File: src/rtl/rr_arbiter_encoder_4_2_pkg.sv
// Shared constants for the 4-channel round-robin arbiter/encoder.
// Holds the channel count, the index width and the FSM state encodings.
package rr_arbiter_encoder_4_2_pkg;

    localparam int NUM_CH = 4;
    localparam int IDX_W  = 2;

    typedef logic [0:0] state_t;

    localparam state_t ST_IDLE  = 1'b0;
    localparam state_t ST_GRANT = 1'b1;

endpackage

File: src/rtl/rr_arbiter_encoder_4_2_pick.sv
// Combinational channel picker: scans from Last_Grant+1 upward with wrap.
// With RR_ARBITER_FIXED_PRIORITY_EN defined, channel 0 always wins and last_i is ignored.
module rr_pick_4
    import rr_arbiter_encoder_4_2_pkg::*;
(
    input  logic [NUM_CH-1:0] req_i,
    input  logic [IDX_W-1:0]  last_i,
    output logic [IDX_W-1:0]  pick_o,
    output logic              any_o
);

    logic [IDX_W-1:0] idx;
    logic             found;

    assign any_o = |req_i;

`ifdef RR_ARBITER_FIXED_PRIORITY_EN
    logic unused_last;
    assign unused_last = ^last_i;

    always_comb begin
        pick_o = '0;
        idx    = '0;
        found  = 1'b0;
        for (int i = NUM_CH - 1; i >= 0; i--) begin
            if (req_i[i]) begin
                pick_o = IDX_W'(i);
            end
        end
    end
`else
    always_comb begin
        pick_o = '0;
        idx    = '0;
        found  = 1'b0;
        // The 2-bit add wraps naturally, so k=NUM_CH lands back on last_i itself.
        for (int k = 1; k <= NUM_CH; k++) begin
            idx = last_i + IDX_W'(k);
            if (!found && req_i[idx]) begin
                pick_o = idx;
                found  = 1'b1;
            end
        end
    end
`endif

endmodule

File: src/rtl/rr_arbiter_encoder_4_2.sv
// 4-channel arbiter: registered 2-bit grant index + valid, 1-cycle request-to-grant, no preemption.
// Grants end on Release_In, grantee request drop, or hold limit (Timeout_Out); RR_ARBITER_FIXED_PRIORITY_EN selects fixed priority.
module rr_arbiter_encoder_4_2
    import rr_arbiter_encoder_4_2_pkg::*;
#(
    parameter int MAX_HOLD_CYCLES = 16,
    parameter int HOLD_CNT_W      = $clog2(MAX_HOLD_CYCLES)
) (
    input  logic             Clock_In,
    input  logic             Reset_In,
    input  logic             Request_0_In,
    input  logic             Request_1_In,
    input  logic             Request_2_In,
    input  logic             Request_3_In,
    input  logic             Release_In,
    output logic [IDX_W-1:0] Encoded_Value_Out,
    output logic             Valid_Out,
    output logic             Timeout_Out
);

    localparam logic [HOLD_CNT_W-1:0] HOLD_MAX = HOLD_CNT_W'(MAX_HOLD_CYCLES - 1);

    logic [NUM_CH-1:0]     req;
    logic [IDX_W-1:0]      pick;
    logic                  any_req;

    state_t                state_q, state_d;
    logic [IDX_W-1:0]      enc_q, enc_d;
    logic                  vld_q, vld_d;
    logic                  tmo_q, tmo_d;
    logic [IDX_W-1:0]      last_q, last_d;
    logic [HOLD_CNT_W-1:0] cnt_q, cnt_d;
    logic                  rel_a, rel_b, rel_c;

    assign req = {Request_3_In, Request_2_In, Request_1_In, Request_0_In};

    rr_pick_4 u_pick (
        .req_i  (req),
        .last_i (last_q),
        .pick_o (pick),
        .any_o  (any_req)
    );

    always_comb begin
        state_d = state_q;
        enc_d   = enc_q;
        vld_d   = vld_q;
        tmo_d   = 1'b0;
        last_d  = last_q;
        cnt_d   = cnt_q;
        rel_a   = 1'b0;
        rel_b   = 1'b0;
        rel_c   = 1'b0;
        case (state_q)
            ST_IDLE: begin
                vld_d = 1'b0;
                if (any_req) begin
                    enc_d   = pick;
                    vld_d   = 1'b1;
                    cnt_d   = '0;
                    state_d = ST_GRANT;
                end
            end
            ST_GRANT: begin
                rel_a = Release_In;
                rel_b = ~req[enc_q];
                rel_c = (cnt_q == HOLD_MAX);
                if (rel_a || rel_b || rel_c) begin
                    vld_d   = 1'b0;
                    last_d  = enc_q;
                    cnt_d   = '0;
                    state_d = ST_IDLE;
                    // Timeout is flagged only when the hold limit alone forced the release.
                    tmo_d   = rel_c && !rel_a && !rel_b;
                end else if (cnt_q != HOLD_MAX) begin
                    cnt_d = cnt_q + HOLD_CNT_W'(1);
                end
            end
            default: begin
                state_d = ST_IDLE;
                vld_d   = 1'b0;
            end
        endcase
    end

    always_ff @(posedge Clock_In) begin
        if (Reset_In) begin
            state_q <= ST_IDLE;
            enc_q   <= '0;
            vld_q   <= 1'b0;
            tmo_q   <= 1'b0;
            last_q  <= IDX_W'(NUM_CH - 1);
            cnt_q   <= '0;
        end else begin
            state_q <= state_d;
            enc_q   <= enc_d;
            vld_q   <= vld_d;
            tmo_q   <= tmo_d;
            last_q  <= last_d;
            cnt_q   <= cnt_d;
        end
    end

    assign Encoded_Value_Out = enc_q;
    assign Valid_Out         = vld_q;
    assign Timeout_Out       = tmo_q;

endmodule

File: config.mk
export PLATFORM = sky130hd
export DESIGN_NAME = rr_arbiter_encoder_4_2
export DESIGN_NICKNAME = d
export VERILOG_FILES = /design/src/rtl/rr_arbiter_encoder_4_2_pkg.sv /design/src/rtl/rr_arbiter_encoder_4_2_pick.sv /design/src/rtl/rr_arbiter_encoder_4_2.sv
export SDC_FILE = /design/constraint.sdc
export NUM_CORES = 1
export LEC_CHECK = 0
export ABC_CLOCK_PERIOD_IN_PS = 3200
export BUFFER_PORTS_ARGS = -buffer_cell sky130_fd_sc_hd__buf_2
export CORE_AREA = 2 2 39 41
export CTS_CLUSTER_DIAMETER = 200
export DETAILED_ROUTE_END_ITERATION = 8
export DIE_AREA = 0 0 41 43
export PLACE_DENSITY = 0.77
export RECOVER_POWER = 50
export SYNTH_ARGS = -nofsm -noshare
export SYNTH_HDL_FRONTEND = slang
export SYNTH_SLANG_ARGS = --single-unit
File: constraint.sdc
create_clock -name Clock_In -period 3.2 [get_ports Clock_In]
set_input_delay 0.32 -clock Clock_In [delete_from_list [all_inputs] [get_ports Clock_In]]
set_output_delay 0.32 -clock Clock_In [all_outputs]
set_load 0.05 [all_outputs]
## Word level (Yosys, flattened, before mapping)

Cells that the tools add are included.
W data, S select, Z words.

- Output and inout bits: 4
- Register bits: 11
- Latch bits: 0
- Bits of input ports: 7
- Memory bits (writable): 0
- Memories kept: 0
- ROM bits: 0
- Word-level logic and storage cells: 65

- Reductions and logical operators: 16
- Divide/modulo/power cells: 0
- Magnitude comparators: 5
- Muxes and demuxes: 26
- Multiply operators: 0
- Shift operators: 0
- Eq/ne operators: 5
- Bitwise operators: 3
- Add/subtract/negate cells: 4

Operator list:

| operator | count |
|---|---|
| $lt A2 B3 Y1 const B | 5 |
| $mux W4 | 3 |
| $mux W1 | 11 |
| $bmux W1 S2 | 5 |
| $mux W2 | 4 |
| $pmux W4 S2 | 1 |
| $reduce_and A2 Y1 | 3 |
| $logic_and A1 B1 Y1 | 5 |
| $add A2 B2 Y2 const B | 2 |
| $add A4 B1 Y4 const B | 1 |
| $eq A4 B4 Y1 const B | 1 |
| $logic_not A1 Y1 | 4 |
| $ne A4 B4 Y1 const B | 1 |
| $pmux W1 S2 | 2 |
| $reduce_or A4 Y1 | 1 |
| $ne A3 B1 Y1 const B | 1 |
| $not A1 Y1 | 3 |
| $reduce_or A3 Y1 | 1 |
| $add A2 B1 Y2 const B | 1 |
| $logic_or A1 B1 Y1 | 2 |
| $ne A2 B1 Y1 const B | 1 |
| $ne A2 B2 Y1 const B | 1 |

## Longest topological paths before layout

Gate-level depths: netlist of the first run.

- Depth after elaboration: 13
- Gate-level depth with buffers: 5
- Gate-level depth less buffers: 4

## Hierarchy

A second synthesis of the first run with hierarchy kept.

- Cells, all modules: 74
- Area, all modules: 609.3 µm²

By module, submodules not included:

| module | instances | sequential area each (µm²) | cells an instance | area each (µm²) |
|---|---|---|---|---|
| rr_arbiter_encoder_4_2 | 1 | 220.2 | 60 | 528.0 |
| rr_pick_4 | 1 | 0.0 | 14 | 81.3 |

## Worst setup path after synthesis of the first run

OpenSTA, ideal clock, no wires.

- Kind: reg-to-reg
- Start: register enc_q[0] (netlist: Encoded_Value_Out[0])
- End: register cnt_q[3]
- Stages on the path, launching flop included: 5
- Arrival: 1752 ps
- Period minus slack after synthesis: 1825 ps
- Required time: 3127 ps
- Library setup time: 73 ps
- Buffers on the path: 0
- Setup slack: 1375 ps
- Path through: dfxtp_1 > mux2i_1 > o32a_2 > or3_1 > o211ai_2

- Word-level cells in the longest chain between the ends: 7
- Elaborated cells on any way between the ends: 9
- Those cells by class: eq/ne (1); mux (4); bitwise (1); reduce/logical (3)

RTL lines:

| what | RTL line | RTL |
|---|---|---|
| start: declaration | rr_arbiter_encoder_4_2.sv:28 | `logic [IDX_W-1:0] enc_q, enc_d;` |
| start signal: assignment | rr_arbiter_encoder_4_2.sv:96 | `enc_q <= enc_d;` |
| $bmux W1 S2 (*) | rr_arbiter_encoder_4_2.sv:66 | `rel_b = ~req[enc_q];` |
| $mux W1 (implied by the code) (*) | rr_arbiter_encoder_4_2.sv:66 |  |
| $not A1 Y1 (*) | rr_arbiter_encoder_4_2.sv:66 |  |
| $logic_or A1 B1 Y1 (*) (2 in series) | rr_arbiter_encoder_4_2.sv:68 | `if (rel_a \|\| rel_b \|\| rel_c) begin` |
| $mux W4 / $ne A3 B1 Y1 (equally long branches) | - |  |
| $pmux W4 S2 / $reduce_and A2 Y1 (equally long branches) | - |  |
| end signal: assignment | rr_arbiter_encoder_4_2.sv:100 | `cnt_q <= cnt_d;` |
| end: declaration | rr_arbiter_encoder_4_2.sv:32 | `logic [HOLD_CNT_W-1:0] cnt_q, cnt_d;` |

Mark *: on every way between the ends. The rest lies on a longest branch, timed or not. The select of a mux whose other input is x is not followed.
A chain may end at the register's enable or synchronous reset.

## Worst setup path after layout of the first run

- Start: register state_q
- End: register cnt_q[3]

- Word-level cells in the longest chain between the ends: 3
- Elaborated cells on any way between the ends: 5
- Those cells by class: eq/ne (2); mux (1); bitwise (1); reduce/logical (1)

RTL lines:

| what | RTL line | RTL |
|---|---|---|
| start: declaration | rr_arbiter_encoder_4_2.sv:27 | `state_t state_q, state_d;` |
| start signal: assignment | rr_arbiter_encoder_4_2.sv:95 | `state_q <= state_d;` |
| $not A1 Y1 | - |  |
| $ne A2 B2 Y1 (no source line) | - |  |
| $reduce_and A2 Y1 (no source line) | - |  |

Several ways; a longest one is shown, not always the timed one.

==> results of run 1 <==
## layout make-up
type | count | area, µm² | share of cell area [%]
well taps | 16 | 20.02 | 2.817
clock buffers | 4 | 26.28 | 3.697
flip-flops and latches | 11 | 220.2 | 30.99
repair buffers | 10 | 45.04 | 6.338
inverters | 2 | 7.507 | 1.056
multi-input cells | 58 | 391.6 | 55.11
## report_power, final
part	switching (mW)	total, mW	internal (mW)
clock network	0.0465	0.0949	0.0484
logic	0.0473	0.0785	0.0312
registers	0.0177	0.166	0.148
## cell families (layout without fill, tap and decap cells)
family                   count (synthesis)  in the layout
buffers and inverters                    5             16
flip-flops                              11             11
adder cells (fa/ha/maj)                  1              1
AND/OR/NAND/NOR                         32             32
multiplexers                             4              4
AO/OA/AOI/OAI                           21             21
## metrics by stage
step | area, µm² | hold slack (ns) | power (mW)
after floorplan | 641.9 | 0.4516 | 0.2287
after global placement | 689.4 | 0.4764 | 0.2455
after detailed placement | 689.4 | 0.4841 | 0.2479
after CTS | 715.7 | 0.3138 | 0.3434
after global routing | 710.7 | 0.3496 | 0.3590
final | 710.7 | 0.3219 | 0.3389
## flip-flops by register name (all words and copies together) (netlist names)
signal,cells
cnt_q,4
Encoded_Value_Out,2
last_q,2
Timeout_Out,1
Valid_Out,1
state_q,1
## metal layers
metal / vias to the layer above / part of all wire [%] / routed length [µm] / track usage (%)
li1: 296 / - / - / -
met1: 265 / 50 / 649 / 22.95
met2: 11 / 41 / 535 / 23.44
met3: 5 / 5.6 / 73 / 4.188
met4: 0 / 3.1 / 40 / 12.00
met5: - / 0 / 0 / 0
## worst min path at each step
stage / depth (start not counted) / endpoint / start
2_1_floorplan: 2 / cnt_q[1] / cnt_q[1]
3_3_place_gp: 2 / cnt_q[1] / cnt_q[1]
3_5_place_dp: 2 / cnt_q[1] / cnt_q[1]
4_1_cts: 2 / Encoded_Value_Out[1] / Reset_In
5_1_grt: 2 / Encoded_Value_Out[0] / Reset_In
6_report: 2 / Encoded_Value_Out[1] / Reset_In
## critical path, delay by kind of cell, from the launching register on
kind / cells / cell delay (ns)
DFF: 1 / 0.49
and+or+nand+nor: 2 / 0.83
AOI/OAI and AO/OA: 2 / 0.32
## placed cells by master, fill, tap and decap left out, types with 2 or more instances in the layout
| master | count |
|---|---|
| sky130_fd_sc_hd__nand2_1 | 7 |
| sky130_fd_sc_hd__a21o_1 | 2 |
| sky130_fd_sc_hd__and3b_1 | 2 |
| sky130_fd_sc_hd__mux2i_1 | 4 |
| sky130_fd_sc_hd__nor3_1 | 2 |
| sky130_fd_sc_hd__clkbuf_1 | 5 |
| sky130_fd_sc_hd__nand2b_1 | 3 |
| sky130_fd_sc_hd__buf_2 | 6 |
| sky130_fd_sc_hd__clkbuf_4 | 3 |
| sky130_fd_sc_hd__a211o_1 | 2 |
| sky130_fd_sc_hd__o31ai_1 | 2 |
| sky130_fd_sc_hd__inv_1 | 2 |
| sky130_fd_sc_hd__nor2_1 | 7 |
| sky130_fd_sc_hd__dfxtp_1 | 11 |
| sky130_fd_sc_hd__nor3b_1 | 2 |
| sky130_fd_sc_hd__nand3_1 | 3 |
| sky130_fd_sc_hd__a21oi_1 | 2 |
| sky130_fd_sc_hd__o21ai_0 | 4 |
==> impl_metrics.yaml, run 1 <==
synth:
  synth_top_family_by_area: "simple AND/OR/NAND/NOR gates"
  synth_enable_flop_cells: 0
  yosys-top-cells-area: "sky130_fd_sc_hd__dfxtp_1 (34%), sky130_fd_sc_hd__mux2i_1 (6.2%), sky130_fd_sc_hd__nand2_1 (4.1%), sky130_fd_sc_hd__nor2_1 (4.1%), sky130_fd_sc_hd__o21ai_0 (3.1%)"
  synthCells: 74
  arithmetic_cell_share_of_the_synthesized_area_counting_full_adders_half_adders_and_majority_gates_pct: 1.949
  synth_compound_gate_area_share_pct: 24.95
  synth_simple_gate_area_share_pct: 27.88
  yosysMostFrequentCell: "sky130_fd_sc_hd__dfxtp_1"
  synthesis.area_per_instance_um2: 8.674
  synth_xor_area_share_pct: 0
  synth_area_leader_cell: "sky130_fd_sc_hd__dfxtp_1"
  synthesized_nets: 82
  netlist.area_leader.share_pct: 34.31
  multiplexer_share_of_the_synthesized_area_pct: 6.238
  synth.lib_cells_used.distinct: 34
  synth_sequential_area_ratio_pct: 34.31
  syn-cell-area_um2: 641.9
  post_synth_most_frequent_cells: "sky130_fd_sc_hd__dfxtp_1 (11), sky130_fd_sc_hd__nand2_1 (7), sky130_fd_sc_hd__nor2_1 (7), sky130_fd_sc_hd__mux2i_1 (4), sky130_fd_sc_hd__o21ai_0 (4)"
  yosys_warnings: 0
  async_reset_ff_share_pct: 0
  synth.ff_latch_count: 11
  yosys_most_used_dff: "sky130_fd_sc_hd__dfxtp_1"
setup_path:
  criticalPathCategory: "register to register"
  rrSetupSlack_ns: 1.49
  end_kind: "register"
  timing.critical_path.slowest_stage_cell: "sky130_fd_sc_hd__dfxtp_1"
  critical_path.cell_chain: "or4b_1, o32a_2, or3_1, o211ai_2"
  crit_required_ns: 3.41
  worstRegToRegCells: 4
  cpPeakStageDelay_ns: 0.49
  setup.worst_path.end: "cnt_q[3]"
  setup.worst_path.start: "state_q"
  worstPathArrival_ns: 1.91
  worst_r2r_endpoint: "cnt_q[3]"
  crit_path_start_kind: "register"
  worstPathMaxFanout: 10
  r2r_startpoint: "state_q"
timing:
  report.final.hold_viol_count: 0
  min_period_over_period_pct: 53.30
  finalWorstPathRequiredPeriod_ns: 1.706
  max_slew.worst_pin.slew_ns: 0.6056
  setup-tns-final_ns: 0
  rsz_0062_raised_after_global_routing: "false"
  maxSlewViolCount: 0
  finalSetupViolations: 0
  clk_skew_ns: 0.0006873
  minimum_setup_slack_in_the_final_design_ns: 1.494
  max_clock_freq_mhz: 586.3
  slew_headroom_pct: 59.80
cts:
  cts_setup_buffers: 0
  tritoncts: "built"
  clock-sinks: 11
  clock_tree.root_cell: "sky130_fd_sc_hd__clkbuf_4"
  cts_made_buffers: 3
  cts.repair.resized: 0
  post_cts_hold_buffers: 0
  path_clk_slew_ns: 0.06
  clk-insertion-delay-late_ns: 0.27
  cts.path.max_buffers: 2
  cts_max_level: 1
placement:
  preCtsSetupSlack_ns: 1.492
  dpl_cells: 97
  numPortBuffers: 10
  detailedPlacementHpwl_um: 956.8
  routabilityCongestion: 0.8253
drt:
  dr.pass1.iters: 4
  routed_wl_um: 1298
  vias: 577
  detailedRoute.firstIterationViolations: 13
  drcViolationCount: 0
  wl_per_cell_um: 12.85
  route.antenna.remaining_nets: 0
  post_drt_via_cell_ratio: 5.713
global_routing:
  antenna_found_initial: 0
  gr-total-overflow: 0
  grt_first_pass_wirelength_um: 2028
  grt_use_total_pct: 17.27
  grt_pass1_vias: 466
  grt_start_max_net_pins: 11
final_layout:
  share_of_layout_cells_above_drive_strength_1_pct: 16.47
  n_fill_cell: 135
  antenna_cells_inserted: 0
  nets: 94
  finalNonFillerCells: 101
  core_utilization_of_the_finished_layout_pct: 51.36
  area_overhead_vs_synth_pct: 10.72
die:
  core-area_um2: 1384
  ios: 11
  floorplan.rows: 14
  fp.dieH_um: 43
  initial_utilization_pct: 46.38
  die_width_um: 41
  die_area_um2: 1763
power_and_ir_drop:
  power.ir.vdd_worst_v: 0.0003185
  p_leak_nw: 0.3011
  powerDensity_nw_per_um2: 476.9
job:
  max_cap_violations: 0
status:
  run_status: "completed"
min_path:
  min-delay-path-class: "input port to register"
Power figures use the tool's default switching activity.
==> run 2, diff against run 1 <==
ABC_AREA = 1   (was unset)
ABC_CLOCK_PERIOD_IN_PS = 1700   (was 3200)
CORE_AREA = unset   (was 2 2 39 41)
CORE_UTILIZATION = 54   (was unset)
DIE_AREA = unset   (was 0 0 41 43)
PLACE_DENSITY = 0.83   (was 0.77)
clock period = 1.7 ns   (was 3.2 ns; I/O delays follow)
==> impl_metrics.yaml, run 2 <==
status:
  run_status: "completed"
global_routing:
  grt_use_total_pct: 23.32
  antenna_found_initial: 0
  grt_pass1_vias: 653
  gr-total-overflow: 0
  grt_start_max_net_pins: 11
  grt_first_pass_wirelength_um: 2442
synth:
  post_synth_most_frequent_cells: "sky130_fd_sc_hd__nand2_1 (26), sky130_fd_sc_hd__nand3_1 (16), sky130_fd_sc_hd__inv_1 (13), sky130_fd_sc_hd__nor2_1 (13), sky130_fd_sc_hd__dfxtp_1 (11)"
  synthesized_nets: 122
  async_reset_ff_share_pct: 0
  netlist.area_leader.share_pct: 28.57
  synth_enable_flop_cells: 0
  synth_sequential_area_ratio_pct: 28.57
  yosys_warnings: 0
  synth_area_leader_cell: "sky130_fd_sc_hd__dfxtp_1"
  yosysMostFrequentCell: "sky130_fd_sc_hd__nand2_1"
  yosys-top-cells-area: "sky130_fd_sc_hd__dfxtp_1 (29%), sky130_fd_sc_hd__nand2_1 (13%), sky130_fd_sc_hd__nand3_1 (10%), sky130_fd_sc_hd__nand2_4 (7.3%), sky130_fd_sc_hd__inv_1 (6.3%)"
  yosys_most_used_dff: "sky130_fd_sc_hd__dfxtp_1"
  synthCells: 114
  synthesis.area_per_instance_um2: 6.761
  synth.ff_latch_count: 11
  synth.lib_cells_used.distinct: 23
  syn-cell-area_um2: 770.7
die:
  initial_utilization_pct: 58.50
  die_width_um: 39.78
  die_area_um2: 1582
  floorplan.rows: 13
  ios: 11
  core-area_um2: 1318
  fp.dieH_um: 39.78
power_and_ir_drop:
  total_power_uw: 850.2
  power.ir.vdd_worst_v: 0.0007274
  p_leak_nw: 0.4187
  powerDensity_nw_per_um2: 1001
final_layout:
  finalNonFillerCells: 142
  top_register: "cnt_q"
  largest_reg_flops: 4
  area_overhead_vs_synth_pct: 10.23
  antenna_cells_inserted: 0
  nets: 136
  share_of_layout_cells_above_drive_strength_1_pct: 18.90
  final_cell_mix: "sky130_fd_sc_hd__nand2_1 (26), sky130_fd_sc_hd__nand3_1 (16), sky130_fd_sc_hd__inv_1 (13), sky130_fd_sc_hd__nor2_1 (13), sky130_fd_sc_hd__dfxtp_1 (11)"
  n_fill_cell: 126
  final_common_cell: "sky130_fd_sc_hd__nand2_1"
setup_path:
  setup.worst_path.end: "Encoded_Value_Out[0]"
  rrSetupSlack_ns: 0.23
  critical_path.cell_chain: "nand2_1, nand2_2, nand2_1, and2_1, nand4_1, nand2_1, nor2_1, nor2_1"
  end_kind: "register"
  crit_path_start_kind: "register"
  timing.critical_path.depth: 8
  cpPeakStageDelay_ns: 0.57
  r2r_startpoint: "last_q[0]"
  criticalPathCategory: "register to register"
  timing.critical_path.slowest_stage_cell: "sky130_fd_sc_hd__dfxtp_1"
  worst_r2r_endpoint: "Encoded_Value_Out[0]"
  worstPathMaxFanout: 10
  setup.worst_path.start: "last_q[0]"
  path_delay_family: "simple AND/OR/NAND/NOR gates"
  worstPathArrival_ns: 1.62
  critical-path-top-cell-by-count: "sky130_fd_sc_hd__nand2_1"
  crit_required_ns: 1.85
  worstRegToRegCells: 8
  critPathBufInv: 0
drt:
  wirelength_met1_um: 695
  detailedRoute.firstIterationViolations: 33
  post_drt_via_cell_ratio: 5.380
  dr.pass1.iters: 4
  met2RoutedLength_um: 766
  drcViolationCount: 0
  vias: 764
  route.antenna.remaining_nets: 0
  route.met3.wl_um: 52
  topRoutingLayerUsed: "met4"
  wl_per_cell_um: 10.94
  routed_wl_um: 1553
timing:
  report.final.hold_viol_count: 0
  clk_skew_ns: 0.0008182
  minimum_setup_slack_in_the_final_design_ns: 0.2300
  rsz_0062_raised_after_global_routing: "false"
  finalWorstPathRequiredPeriod_ns: 1.470
  setup-tns-final_ns: 0
  max_slew.worst_pin.slew_ns: 0.5888
  maxSlewViolCount: 0
  min_period_over_period_pct: 86.47
  slew_headroom_pct: 60.92
  max_clock_freq_mhz: 680.3
  finalSetupViolations: 0
cts:
  path_clk_slew_ns: 0.07
  cts.repair.resized: 0
  tritoncts: "built"
  clock-sinks: 11
  clock_tree.root_cell: "sky130_fd_sc_hd__clkbuf_4"
  clk-insertion-delay-late_ns: 0.26
  cts_setup_buffers: 0
  cts.path.max_buffers: 2
  cts_max_level: 1
  cts_made_buffers: 3
  post_cts_hold_buffers: 0
job:
  max_cap_violations: 0
placement:
  numPortBuffers: 10
  routabilityCongestion: 0.7546
  preCtsSetupSlack_ns: 0.2502
  dpl_cells: 138
  detailedPlacementHpwl_um: 1254
min_path:
  min-delay-path-class: "input port to register"
==> run 2: changes by cell type after synthesis, sizes merged, moves of 3 or more <==
cell / change
nor2: +7
nand2b: -4
inv: +13
mux2i: -4
o21a: +3
nand4: +5
nand2: +30
nand3: +13
==> run 2: kinds of logic after synthesis <==
logic type	Yosys count	share of synthesized area, %
simple gates	74	49.84
flops	11	28.57
compound gates	10	8.278
fa+ha+maj	1	1.623
xor+xnor	2	2.273
buf+inv	16	9.416
==> run 2: stage by stage <==
step / instance area, µm² / util, % / hold WS [ns]
2_1_floorplan: 770.7 / - / 0.2418
3_3_place_gp: 828.3 / 62.87 / 0.3872
3_5_place_dp: 828.3 / 62.87 / 0.3928
4_1_cts: 854.6 / 64.86 / 0.1130
5_1_grt: 849.6 / 64.48 / 0.1218
6_report: 849.6 / 64.48 / 0.1198
==> run 2: layout make-up <==
cell class | instances | area (µm²) | share of cell area (%)
Timing Repair Buffer | 10 | 45.04 | 5.302
Sequential cell | 11 | 220.2 | 25.92
Multi-Input combinational cell | 87 | 478.0 | 56.26
Inverter | 15 | 61.31 | 7.216
Clock buffer | 4 | 26.28 | 3.093
Tap cell | 15 | 18.77 | 2.209
==> run 2: power by group <==
| part | internal, mW | leakage [nW] | switching (mW) |
|---|---|---|---|
| sequential | 0.283 | 0.0903 | 0.0421 |
| combinational | 0.115 | 0.313 | 0.241 |
| clock | 0.0905 | 0.0150 | 0.0791 |
| total | 0.488 | 0.419 | 0.362 |
==> run 2: per-layer routing <==
| layer | global-route usage [%] | vias to the layer above |
|---|---|---|
| li1 | - | 400 |
| met1 | 25.26 | 340 |
| met2 | 40.16 | 20 |
| met3 | 3.977 | 4 |
| met4 | 16.38 | 0 |
| met5 | 0 | - |
==> run 2: worst min path at each step <==
stage,from,end,cells after the start
after floorplan,Reset_In,cnt_q[1],1
after global placement,Reset_In,cnt_q[3],2
after detailed placement,Reset_In,cnt_q[1],2
after CTS,Reset_In,cnt_q[1],2
after global routing,Reset_In,cnt_q[1],2
final,Reset_In,cnt_q[1],2
==> run 3, diff against run 2 <==
PLACE_DENSITY = 0.82   (was 0.83)
==> impl_metrics.yaml, run 3 (synthesized netlist as in run 2, its figures left out) <==
min_path:
  min-delay-path-class: "input port to register"
global_routing:
  gr-total-overflow: 0
  antenna_found_initial: 0
  grt_use_total_pct: 24.03
  grt_first_pass_wirelength_um: 2532
  grt_pass1_vias: 659
  grt_start_max_net_pins: 11
power_and_ir_drop:
  power.ir.vdd_worst_v: 0.0006309
  pwr-share-seq_pct: 38.2
  pwr-share-clk_pct: 20.0
  p_leak_nw: 0.4187
  netSwitchingFraction_pct: 43.02
  combinationalPowerShare_pct: 41.8
  internal_portion_of_total_power_uw: 488.0
  total_power_uw: 856.4
  net-switching-power_uw: 368.4
  powerDensity_nw_per_um2: 1008
timing:
  slew_headroom_pct: 60.75
  setup-tns-final_ns: 0
  report.final.hold_viol_count: 0
  finalWorstPathRequiredPeriod_ns: 1.488
  min_period_over_period_pct: 87.51
  rsz_0062_raised_after_global_routing: "false"
  minimum_setup_slack_in_the_final_design_ns: 0.2123
  finalSetupViolations: 0
  max_slew.worst_pin.slew_ns: 0.5912
  maxSlewViolCount: 0
  fin_worst_hold_slack_ns: 0.1286
  max_clock_freq_mhz: 672.2
  clk_skew_ns: 0.001063
setup_path:
  path_delay_family: "simple AND/OR/NAND/NOR gates"
  critical_path.cell_chain: "nand2_1, nand2_4, nand2_1, and2_1, nand4_1, nand2_1, nor2_1, nor2_1"
  critical-path-top-cell-by-count: "sky130_fd_sc_hd__nand2_1"
  crit_required_ns: 1.85
  end_kind: "register"
  worstPathArrival_ns: 1.64
  timing.critical_path.slowest_stage_cell: "sky130_fd_sc_hd__dfxtp_1"
  cpPeakStageDelay_ns: 0.57
  worstPathMaxFanout: 10
  criticalPathCategory: "register to register"
  critPathBufInv: 0
  crit_path_start_kind: "register"
die:
  initial_utilization_pct: 58.50
  floorplan.rows: 13
  die_width_um: 39.78
  ios: 11
  die_area_um2: 1582
  core-area_um2: 1318
  fp.dieH_um: 39.78
cts:
  cts.path.max_buffers: 2
  clk-insertion-delay-late_ns: 0.26
  cts_max_level: 1
  post_cts_hold_buffers: 0
  clock_tree.root_cell: "sky130_fd_sc_hd__clkbuf_4"
  cts.repair.resized: 0
  clock-sinks: 11
  cts_setup_buffers: 0
  cts_made_buffers: 3
  tritoncts: "built"
  path_clk_slew_ns: 0.07
drt:
  detailedRoute.firstIterationViolations: 30
  wl_per_cell_um: 11.90
  post_drt_via_cell_ratio: 5.380
  vias: 764
  routed_wl_um: 1690
  drcViolationCount: 0
  dr.pass1.iters: 4
  route.antenna.remaining_nets: 0
final_layout:
  top_register: "cnt_q"
  share_of_layout_cells_above_drive_strength_1_pct: 18.90
  final_cell_mix: "sky130_fd_sc_hd__nand2_1 (26), sky130_fd_sc_hd__nand3_1 (16), sky130_fd_sc_hd__inv_1 (13), sky130_fd_sc_hd__nor2_1 (13), sky130_fd_sc_hd__dfxtp_1 (11)"
  final_common_cell: "sky130_fd_sc_hd__nand2_1"
  largest_reg_flops: 4
  nets: 136
  antenna_cells_inserted: 0
  regArea_um2: 220.2
  multi_input_comb_area_um2: 478.0
  area_overhead_vs_synth_pct: 10.23
  stdcell_area_um2: 849.6
  n_fill_cell: 124
job:
  max_cap_violations: 0
placement:
  placedInstanceArea_um2: 828.3
  detailedPlacementHpwl_um: 1324
  preCtsSetupSlack_ns: 0.2211
  numPortBuffers: 10
  routabilityCongestion: 0.7668
status:
  run_status: "completed"
-- run 3: per-layer routing --
layer | global-route usage [%] | share of wire, %
met3 | 3.409 | 4.5
met2 | 42.62 | 51
met1 | 25.94 | 43
met4 | 15.52 | 2.1
met5 | 0 | 0
-- run 3: worst register-to-register path, cell delays in order, from the launching register on --
cell	delay (ns)
sky130_fd_sc_hd__dfxtp_1	0.57
sky130_fd_sc_hd__nand2_1	0.18
sky130_fd_sc_hd__nand2_4	0.12
sky130_fd_sc_hd__nand2_1	0.05
sky130_fd_sc_hd__and2_1	0.16
sky130_fd_sc_hd__nand4_1	0.10
sky130_fd_sc_hd__nand2_1	0.06
sky130_fd_sc_hd__nor2_1	0.09
sky130_fd_sc_hd__nor2_1	0.05
-- run 3: power by group through the flow --
stage          logic, mW  registers (mW)  clock network [mW]
2_1_floorplan      0.267           0.356                   0
3_3_place_gp       0.349           0.329                   0
3_5_place_dp       0.359           0.331                   0
4_1_cts            0.361           0.325               0.177
5_1_grt            0.395           0.332               0.189
6_report           0.358           0.327               0.171
-- run 3: path summary, 6_finish.rpt --
path / from / end / slack [ns] / depth (start not counted)
worst max-delay path: last_q[0] / Encoded_Value_Out[0] / 0.21 / 8
worst min-delay path: Reset_In / cnt_q[2] / 0.13 / 2
worst min register to register: Valid_Out / Valid_Out / 0.50 / 2
worst max register to register: last_q[0] / Encoded_Value_Out[0] / 0.21 / 8
-- run 3: area by class of cell --
class	instances	area share, %
Clock buffer	4	3.093
Inverter	15	7.216
Multi-Input combinational cell	87	56.26
Sequential cell	11	25.92
Tap cell	15	2.209
Timing Repair Buffer	10	5.302
-- run 3: through the flow --
stage,utilization (%),std cells
global route,64.48,142
finish,64.48,142
detailed placement,62.87,138
CTS,64.86,142
global placement,62.87,138
floorplan,-,114
